**src/rtl/lhca_pkg.sv**
```systemverilog
// lhca_pkg -- shared constants and types for the LHCA byte packer.
//   LHCA_W       : width of one LHCA state byte
//   lhca_byte_t  : one LHCA state byte
//   BYTES_DEF    : default number of bytes packed per word
//   idx_w()      : width of the byte-index register for a given BYTES
package lhca_pkg;

  localparam int LHCA_W    = 8;
  localparam int BYTES_DEF = 4;

  typedef logic [LHCA_W-1:0] lhca_byte_t;

  function automatic int idx_w(input int bytes);
    return (bytes < 2) ? 1 : $clog2(bytes);
  endfunction

endpackage

```
**src/rtl/lhca_health_mon.sv**
```systemverilog
// lhca_health_mon -- watches accepted LHCA bytes for signs of a broken generator.
// A maximal-length LHCA never emits 0x00 and never repeats a state on
// consecutive steps; either event sets a sticky error.
//   clk, rst_n : clock, async active-low reset
//   i_vld      : i_byte accepted this cycle
//   i_byte     : accepted byte
//   o_err      : sticky health failure, asserts the cycle after the bad byte
module lhca_health_mon
  import lhca_pkg::*;
(
  input  logic       clk,
  input  logic       rst_n,
  input  logic       i_vld,
  input  lhca_byte_t i_byte,
  output logic       o_err
);

  lhca_byte_t r_prev;
  logic       r_prev_vld;
  logic       r_err;
  logic       w_bad;

  // r_prev_vld keeps the first byte after reset from being compared
  // against the reset value of r_prev.
  assign w_bad = i_vld & ((i_byte == '0) | (r_prev_vld & (i_byte == r_prev)));

  always_ff @(posedge clk or negedge rst_n) begin
    if (!rst_n) begin
      r_prev     <= '0;
      r_prev_vld <= 1'b0;
      r_err      <= 1'b0;
    end else begin
      if (i_vld) begin
        r_prev     <= i_byte;
        r_prev_vld <= 1'b1;
      end
      if (w_bad) r_err <= 1'b1;
    end
  end

  assign o_err = r_err;

endmodule

```
**src/rtl/lhca_word_packer.sv**
```systemverilog
// lhca_word_packer -- packs BYTES LHCA bytes little-endian into one word.
// Optional health monitor enabled by defining LHCA_PACKER_HEALTH_EN.
//   CLK, RESETN          : clock, async active-low reset
//   in_data/valid/ready  : byte input handshake (in_ready gates the LHCA enable)
//   out_data/valid/ready : packed word output, one-entry register
//   word_cnt             : words handed off, wraps
//   health_err           : sticky LHCA health failure (0 without the monitor)
module lhca_word_packer
  import lhca_pkg::*;
#(
  parameter int BYTES = BYTES_DEF,
  parameter int CNT_W = 16
) (
  input  logic                  CLK,
  input  logic                  RESETN,
  input  logic [LHCA_W-1:0]     in_data,
  input  logic                  in_valid,
  output logic                  in_ready,
  output logic [LHCA_W*BYTES-1:0] out_data,
  output logic                  out_valid,
  input  logic                  out_ready,
  output logic [CNT_W-1:0]      word_cnt,
  output logic                  health_err
);

  localparam int IDX_W = idx_w(BYTES);

  // Only the first BYTES-1 lanes need storage; the final byte goes
  // straight from in_data into the output register.
  logic [BYTES-2:0][LHCA_W-1:0] r_acc;
  logic [IDX_W-1:0]             r_idx;
  logic [LHCA_W*BYTES-1:0]      r_out;
  logic                         r_out_vld;
  logic [CNT_W-1:0]             r_cnt;

  logic w_last, w_acc, w_load, w_hoff;

  assign w_last = (r_idx == IDX_W'(BYTES-1));
  // Non-final bytes never stall; the final byte needs a free (or draining)
  // output register.
  assign in_ready = ~w_last | ~r_out_vld | out_ready;
  assign w_acc    = in_valid & in_ready;
  assign w_load   = w_acc & w_last;
  assign w_hoff   = r_out_vld & out_ready;

  for (genvar g = 0; g < BYTES-1; g++) begin : g_lane
    always_ff @(posedge CLK or negedge RESETN) begin
      if (!RESETN)                            r_acc[g] <= '0;
      else if (w_acc && r_idx == IDX_W'(g))   r_acc[g] <= in_data;
    end
  end

  always_ff @(posedge CLK or negedge RESETN) begin
    if (!RESETN) begin
      r_idx     <= '0;
      r_out     <= '0;
      r_out_vld <= 1'b0;
      r_cnt     <= '0;
    end else begin
      if (w_acc) r_idx <= w_last ? '0 : r_idx + IDX_W'(1);
      // A load on the handoff edge wins, keeping out_valid high.
      if (w_load) begin
        r_out     <= {in_data, r_acc};
        r_out_vld <= 1'b1;
      end else if (w_hoff) begin
        r_out_vld <= 1'b0;
      end
      if (w_hoff) r_cnt <= r_cnt + CNT_W'(1);
    end
  end

  assign out_data  = r_out;
  assign out_valid = r_out_vld;
  assign word_cnt  = r_cnt;

`ifdef LHCA_PACKER_HEALTH_EN
  lhca_health_mon u_health (
    .clk    (CLK),
    .rst_n  (RESETN),
    .i_vld  (w_acc),
    .i_byte (in_data),
    .o_err  (health_err)
  );
`else
  assign health_err = 1'b0;
`endif

endmodule

```
**config.mk**
```make
export PLATFORM = sky130hd
export DESIGN_NAME = lhca_word_packer
export DESIGN_NICKNAME = d
export VERILOG_FILES = /design/src/rtl/lhca_pkg.sv /design/src/rtl/lhca_health_mon.sv /design/src/rtl/lhca_word_packer.sv
export SDC_FILE = /design/constraint.sdc
export NUM_CORES = 1
export LEC_CHECK = 0
export CAP_MARGIN = 20
export CORE_ASPECT_RATIO = 0.8
export CORE_MARGIN = 5
export CORE_UTILIZATION = 55
export CTS_CLUSTER_DIAMETER = 80
export CTS_CLUSTER_SIZE = 25
export DETAILED_ROUTE_END_ITERATION = 12
export MAX_ROUTING_LAYER = met4
export PLACE_DENSITY = 0.92
export SLEW_MARGIN = 25
export SYNTH_ARGS = -nofsm -noshare
export SYNTH_HDL_FRONTEND = slang
export SYNTH_HIERARCHICAL = 1
export SYNTH_SLANG_ARGS = --single-unit
```
**constraint.sdc**
```tcl
create_clock -name CLK -period 4.7 [get_ports CLK]
set_input_delay 0.94 -clock CLK [delete_from_list [all_inputs] [get_ports CLK]]
set_output_delay 0.94 -clock CLK [all_outputs]
set_load 0.02 [all_outputs]
```
Word level (Yosys, flattened, before mapping)
Index checks and enable logic that the tools add are counted.

operators by class
  $add $sub $neg = 2
  $mul = 0
  div/mod/pow operators = 0
  $lt $le $gt $ge = 0
  equal/unequal tests = 3
  shift-type cells = 0
  mux-type cells = 3
  bitwise logic cells = 7
  reductions and logical operators = 5

operator list
  cell                                                              number
  16-bit by 1-bit adder with 16-bit output (second input constant)  1
  2-bit == test (second input constant)                             2
  1-bit bitwise AND                                                 3
  1-bit logical AND                                                 3
  2-bit by 1-bit adder with 2-bit output (second input constant)    1
  2-bit by 1-bit == test with 1-bit output (second input constant)  1
  2-bit zero test                                                   1
  1-bit 2-to-1 mux                                                  2
  2-bit 2-to-1 mux                                                  1
  1-bit inverter                                                    2
  1-bit bitwise OR                                                  2
  2-bit nonzero test                                                1

storage, ports and cells
  bits in registers = 75
  latch bits = 0
  memory bits (writable) = 0
  memory bits (read-only) = 0
  input bits = 12
  logic and storage cells = 27
  memories = 0

Depth between registers and ports, before layout
  word-level depth = 7
  mapped depth = 6
  depth with buffers taken out = 5

Least setup slack after synthesis
Ideal clock, no wire load.

  path type = in2out
  start point = input out_ready
  end point = output in_ready
  arrival time = 1.208 ns
  required time = 3.760 ns
  path slack = 2.552 ns
  stages = 1
  path buffers = 0
  path through = nand3b_1

between the ends
  cells in the longest elaborated chain, start to end = 1

RTL lines
  what              RTL line                text
  from (decl)       lhca_word_packer.sv:21  input logic out_ready,
  1-bit bitwise OR  lhca_word_packer.sv:41  assign in_ready = ~w_last | ~r_out_vld | out_ready;
  to (decl)         lhca_word_packer.sv:18  output logic in_ready,

Every way passes these cells.

Worst setup path after layout
Same ends and word-level chain as after synthesis.

==> qor.yml <==
outcome:
  status: "finished clean"
floorplanning:
  core_area_um2: 5495
  die_h_um: 77.74
  ios: 63
  die_area_um2: 7359
  die_x_um: 94.67
  std_cell_rows: 24
  initial_core_util: 0.5740
grt:
  grt_max_degree: 76
  grt_overflow_total: 0
  grt_usage: 0.1748
  grt_pass1_vias: 1844
  grt_pass1_wl_um: 9418
  antenna_found_initial: 0
power:
  power.density_nw_per_um2: 656.9
  ir_drop_v: 0.0003706
  p_leak_nw: 1.827
cells_and_area:
  drive_gt1_frac: 0.3011
  final_common_cell: "dfrtp_1"
  multiInputGateArea_um2: 1205
  area_growth_syn_to_layout_pct: 26.85
  final_cell_mix: "dfrtp_1 (75), clkdlybuf4s50_1 (60), mux2_2 (32), mux2_4 (24), clkbuf_8 (10)"
  fill_cells: 389
  seq_area_um2: 1877
  diodes: 0
  fin_nets: 281
  final_area_um2: 4001
sta:
  finalMaxSlewViolations: 0
  max_slew_margin: 0.3965
  rsz0062_at_grt: "false"
  worst-slew-pin-transition_ns: 0.9033
  finalSetupViolCount: 0
  post-route-period-util: 0.6935
  max_freq_mhz: 306.8
  finalHoldViolations: 0
  period_minus_slack_ns: 3.260
  tns_ns: 0
  finClkSkew_ns: 0.006940
cts:
  clk_latency_ns: 0.34
  hold_buffers: 0
  htree_levels: 3
  cts_tree: "built"
  cts_root_buf: "clkbuf_8"
  clk_pin_slew_worst_paths_ns: 0.08
  clk_path_buf_depth: 2
  postCtsResizedCells: 0
  clkSinkCount: 75
  cts_buffers: 9
  postCtsSetupBuffers: 0
setup_path:
  critPathKind: "in -> out"
  arrival_ns: 2.32
  cp_slowest_stage_delay_ns: 0.61
  path_delay_family: "buffers and inverters"
  cp_cell_sequence: "clkdlybuf4s50_1 > nand3b_1 > clkdlybuf4s50_1"
  cp-start-kind: "input pin"
  crit_buf_inv: 2
  cp_max_fo: 5
  critPathCaptureType: "output port"
  worstPathRequired_ns: 3.76
  cp_slowest_cell: "clkdlybuf4s50_1"
  path_common_cell: "clkdlybuf4s50_1"
detailed_routing:
  antenna_left: 0
  vias_per_cell: 5.009
  drc: 0
  first_pass_iters: 4
  vias: 1738
  dr.first_iter.drc_count: 54
  routed_wirelength_um: 5598
  routedWlPerCell_um: 16.13
worst_hold_path:
  worstHoldPathType: "reg -> reg"
placement:
  placed_area_um2: 3795
  portBuffers: 61
  dpl.hpwl_um: 3858
  place_congestion: 0.8077
logic_synthesis:
  syn_inst: 198
  ys_seq_area_frac: 0.5950
  synth_area_um2: 3154
  syn_nets: 215
  netlist-cell-type-count: 28
  synth-seq-cells: 75
  syn_area_per_cell_um2: 15.93
  yosysWarnings: 6
job:
  maxCapViolations: 0
stage by stage:
step	setup WS, ns	total power [W]	instances	hold WS [ns]	util
floorplan	2.552	0.001726	198	0.4757	-
global placement	1.493	0.002121	331	0.4597	0.6906
detailed placement	1.451	0.002163	331	0.4782	0.6906
CTS	1.450	0.002661	347	0.4944	0.7275
global route	1.403	0.002780	347	0.5125	0.7281
finish	1.440	0.002629	347	0.4794	0.7281
routing by layer:
| metal | routed length (µm) | track usage |
|---|---|---|
| met1 | 2562 | 0.2189 |
| met2 | 2779 | 0.2716 |
| met3 | 201 | 0.04932 |
| met4 | 55 | 0.06484 |
| met5 | 0 | - |
flip-flops by register name, indices dropped and copies added, names as in the netlist:
signal / flops
out_valid: 1
r_acc: 24
word_cnt: 16
r_idx: 2
out_data: 32
final timing paths:
| path | startpoint | to | slack, ns | cells past startpoint |
|---|---|---|---|---|
| worst max-delay path | out_ready | in_ready | 1.44 | 3 |
| worst max register to register | r_idx[0] | out_data[20] | 2.71 | 4 |
| worst min register to register | word_cnt[15] | word_cnt[15] | 0.48 | 1 |
| max in group asynchronous | RESETN | out_data[7] | 3.65 | 1 |
| min in group asynchronous | RESETN | r_acc[0] | 0.61 | 1 |
| worst min-delay path | word_cnt[15] | word_cnt[15] | 0.48 | 1 |
power breakdown:
part           switching (W)  internal, W
clock network       0.000235     0.000258
registers           0.000162     0.000916
logic               0.000451     0.000606
total               0.000848      0.00178
cell usage after synthesis:
| library cell | number | area share |
|---|---|---|
| and2_1 | 1 | 0.0020 |
| and2_4 | 1 | 0.0028 |
| and3_1 | 1 | 0.0020 |
| and4_1 | 1 | 0.0028 |
| buf_12 | 1 | 0.0063 |
| buf_4 | 1 | 0.0024 |
| buf_6 | 4 | 0.014 |
| conb_1 | 1 | 0.0012 |
| dfrtp_1 | 75 | 0.60 |
| ha_1 | 5 | 0.020 |
| inv_1 | 2 | 0.0024 |
| mux2_1 | 1 | 0.0036 |
| mux2_2 | 32 | 0.11 |
| mux2_4 | 24 | 0.11 |
| nand2_1 | 9 | 0.011 |
| nand2_8 | 3 | 0.019 |
| nand2b_1 | 1 | 0.0020 |
| nand3_1 | 6 | 0.0095 |
| nand3b_1 | 1 | 0.0024 |
| nand4_1 | 2 | 0.0040 |
| nand4_4 | 1 | 0.0067 |
| nor2_1 | 5 | 0.0060 |
| nor2b_1 | 1 | 0.0020 |
| nor3_2 | 1 | 0.0032 |
| nor4_4 | 1 | 0.0067 |
| o21ai_0 | 2 | 0.0032 |
| xnor2_1 | 8 | 0.022 |
| xor2_1 | 7 | 0.019 |
worst register-to-register path, delay by kind of cell, from the launching register on:
| kind | cells | cell delay [ns] |
|---|---|---|
| adder cells (fa/ha/maj) | 1 | 0.21 |
| multiplexers | 1 | 0.44 |
| flip-flops | 1 | 0.40 |
| AND/OR/NAND/NOR | 2 | 0.83 |
kinds of logic after synthesis:
| kind of cell | Yosys count | share of synthesized area |
|---|---|---|
| AOI/OAI and AO/OA | 2 | 0.003173 |
| xor gates and xnor gates | 15 | 0.04165 |
| adders and majority gates | 5 | 0.01983 |
| buffers and inverters | 8 | 0.02539 |
| DFF | 75 | 0.5950 |
| muxes | 57 | 0.2321 |
| other | 1 | 0.001189 |
| and+or+nand+nor | 35 | 0.08172 |
area by class of cell:
type / instances / share of cell area
Clock buffer: 10 / 0.03440
Clock inverter: 6 / 0.01626
Inverter: 2 / 0.001876
Multi-Input combinational cell: 115 / 0.3011
Sequential cell: 75 / 0.4690
Tap cell: 78 / 0.02439
Timing Repair Buffer: 61 / 0.1529
Note: power is estimated with default switching activity, not from simulation.
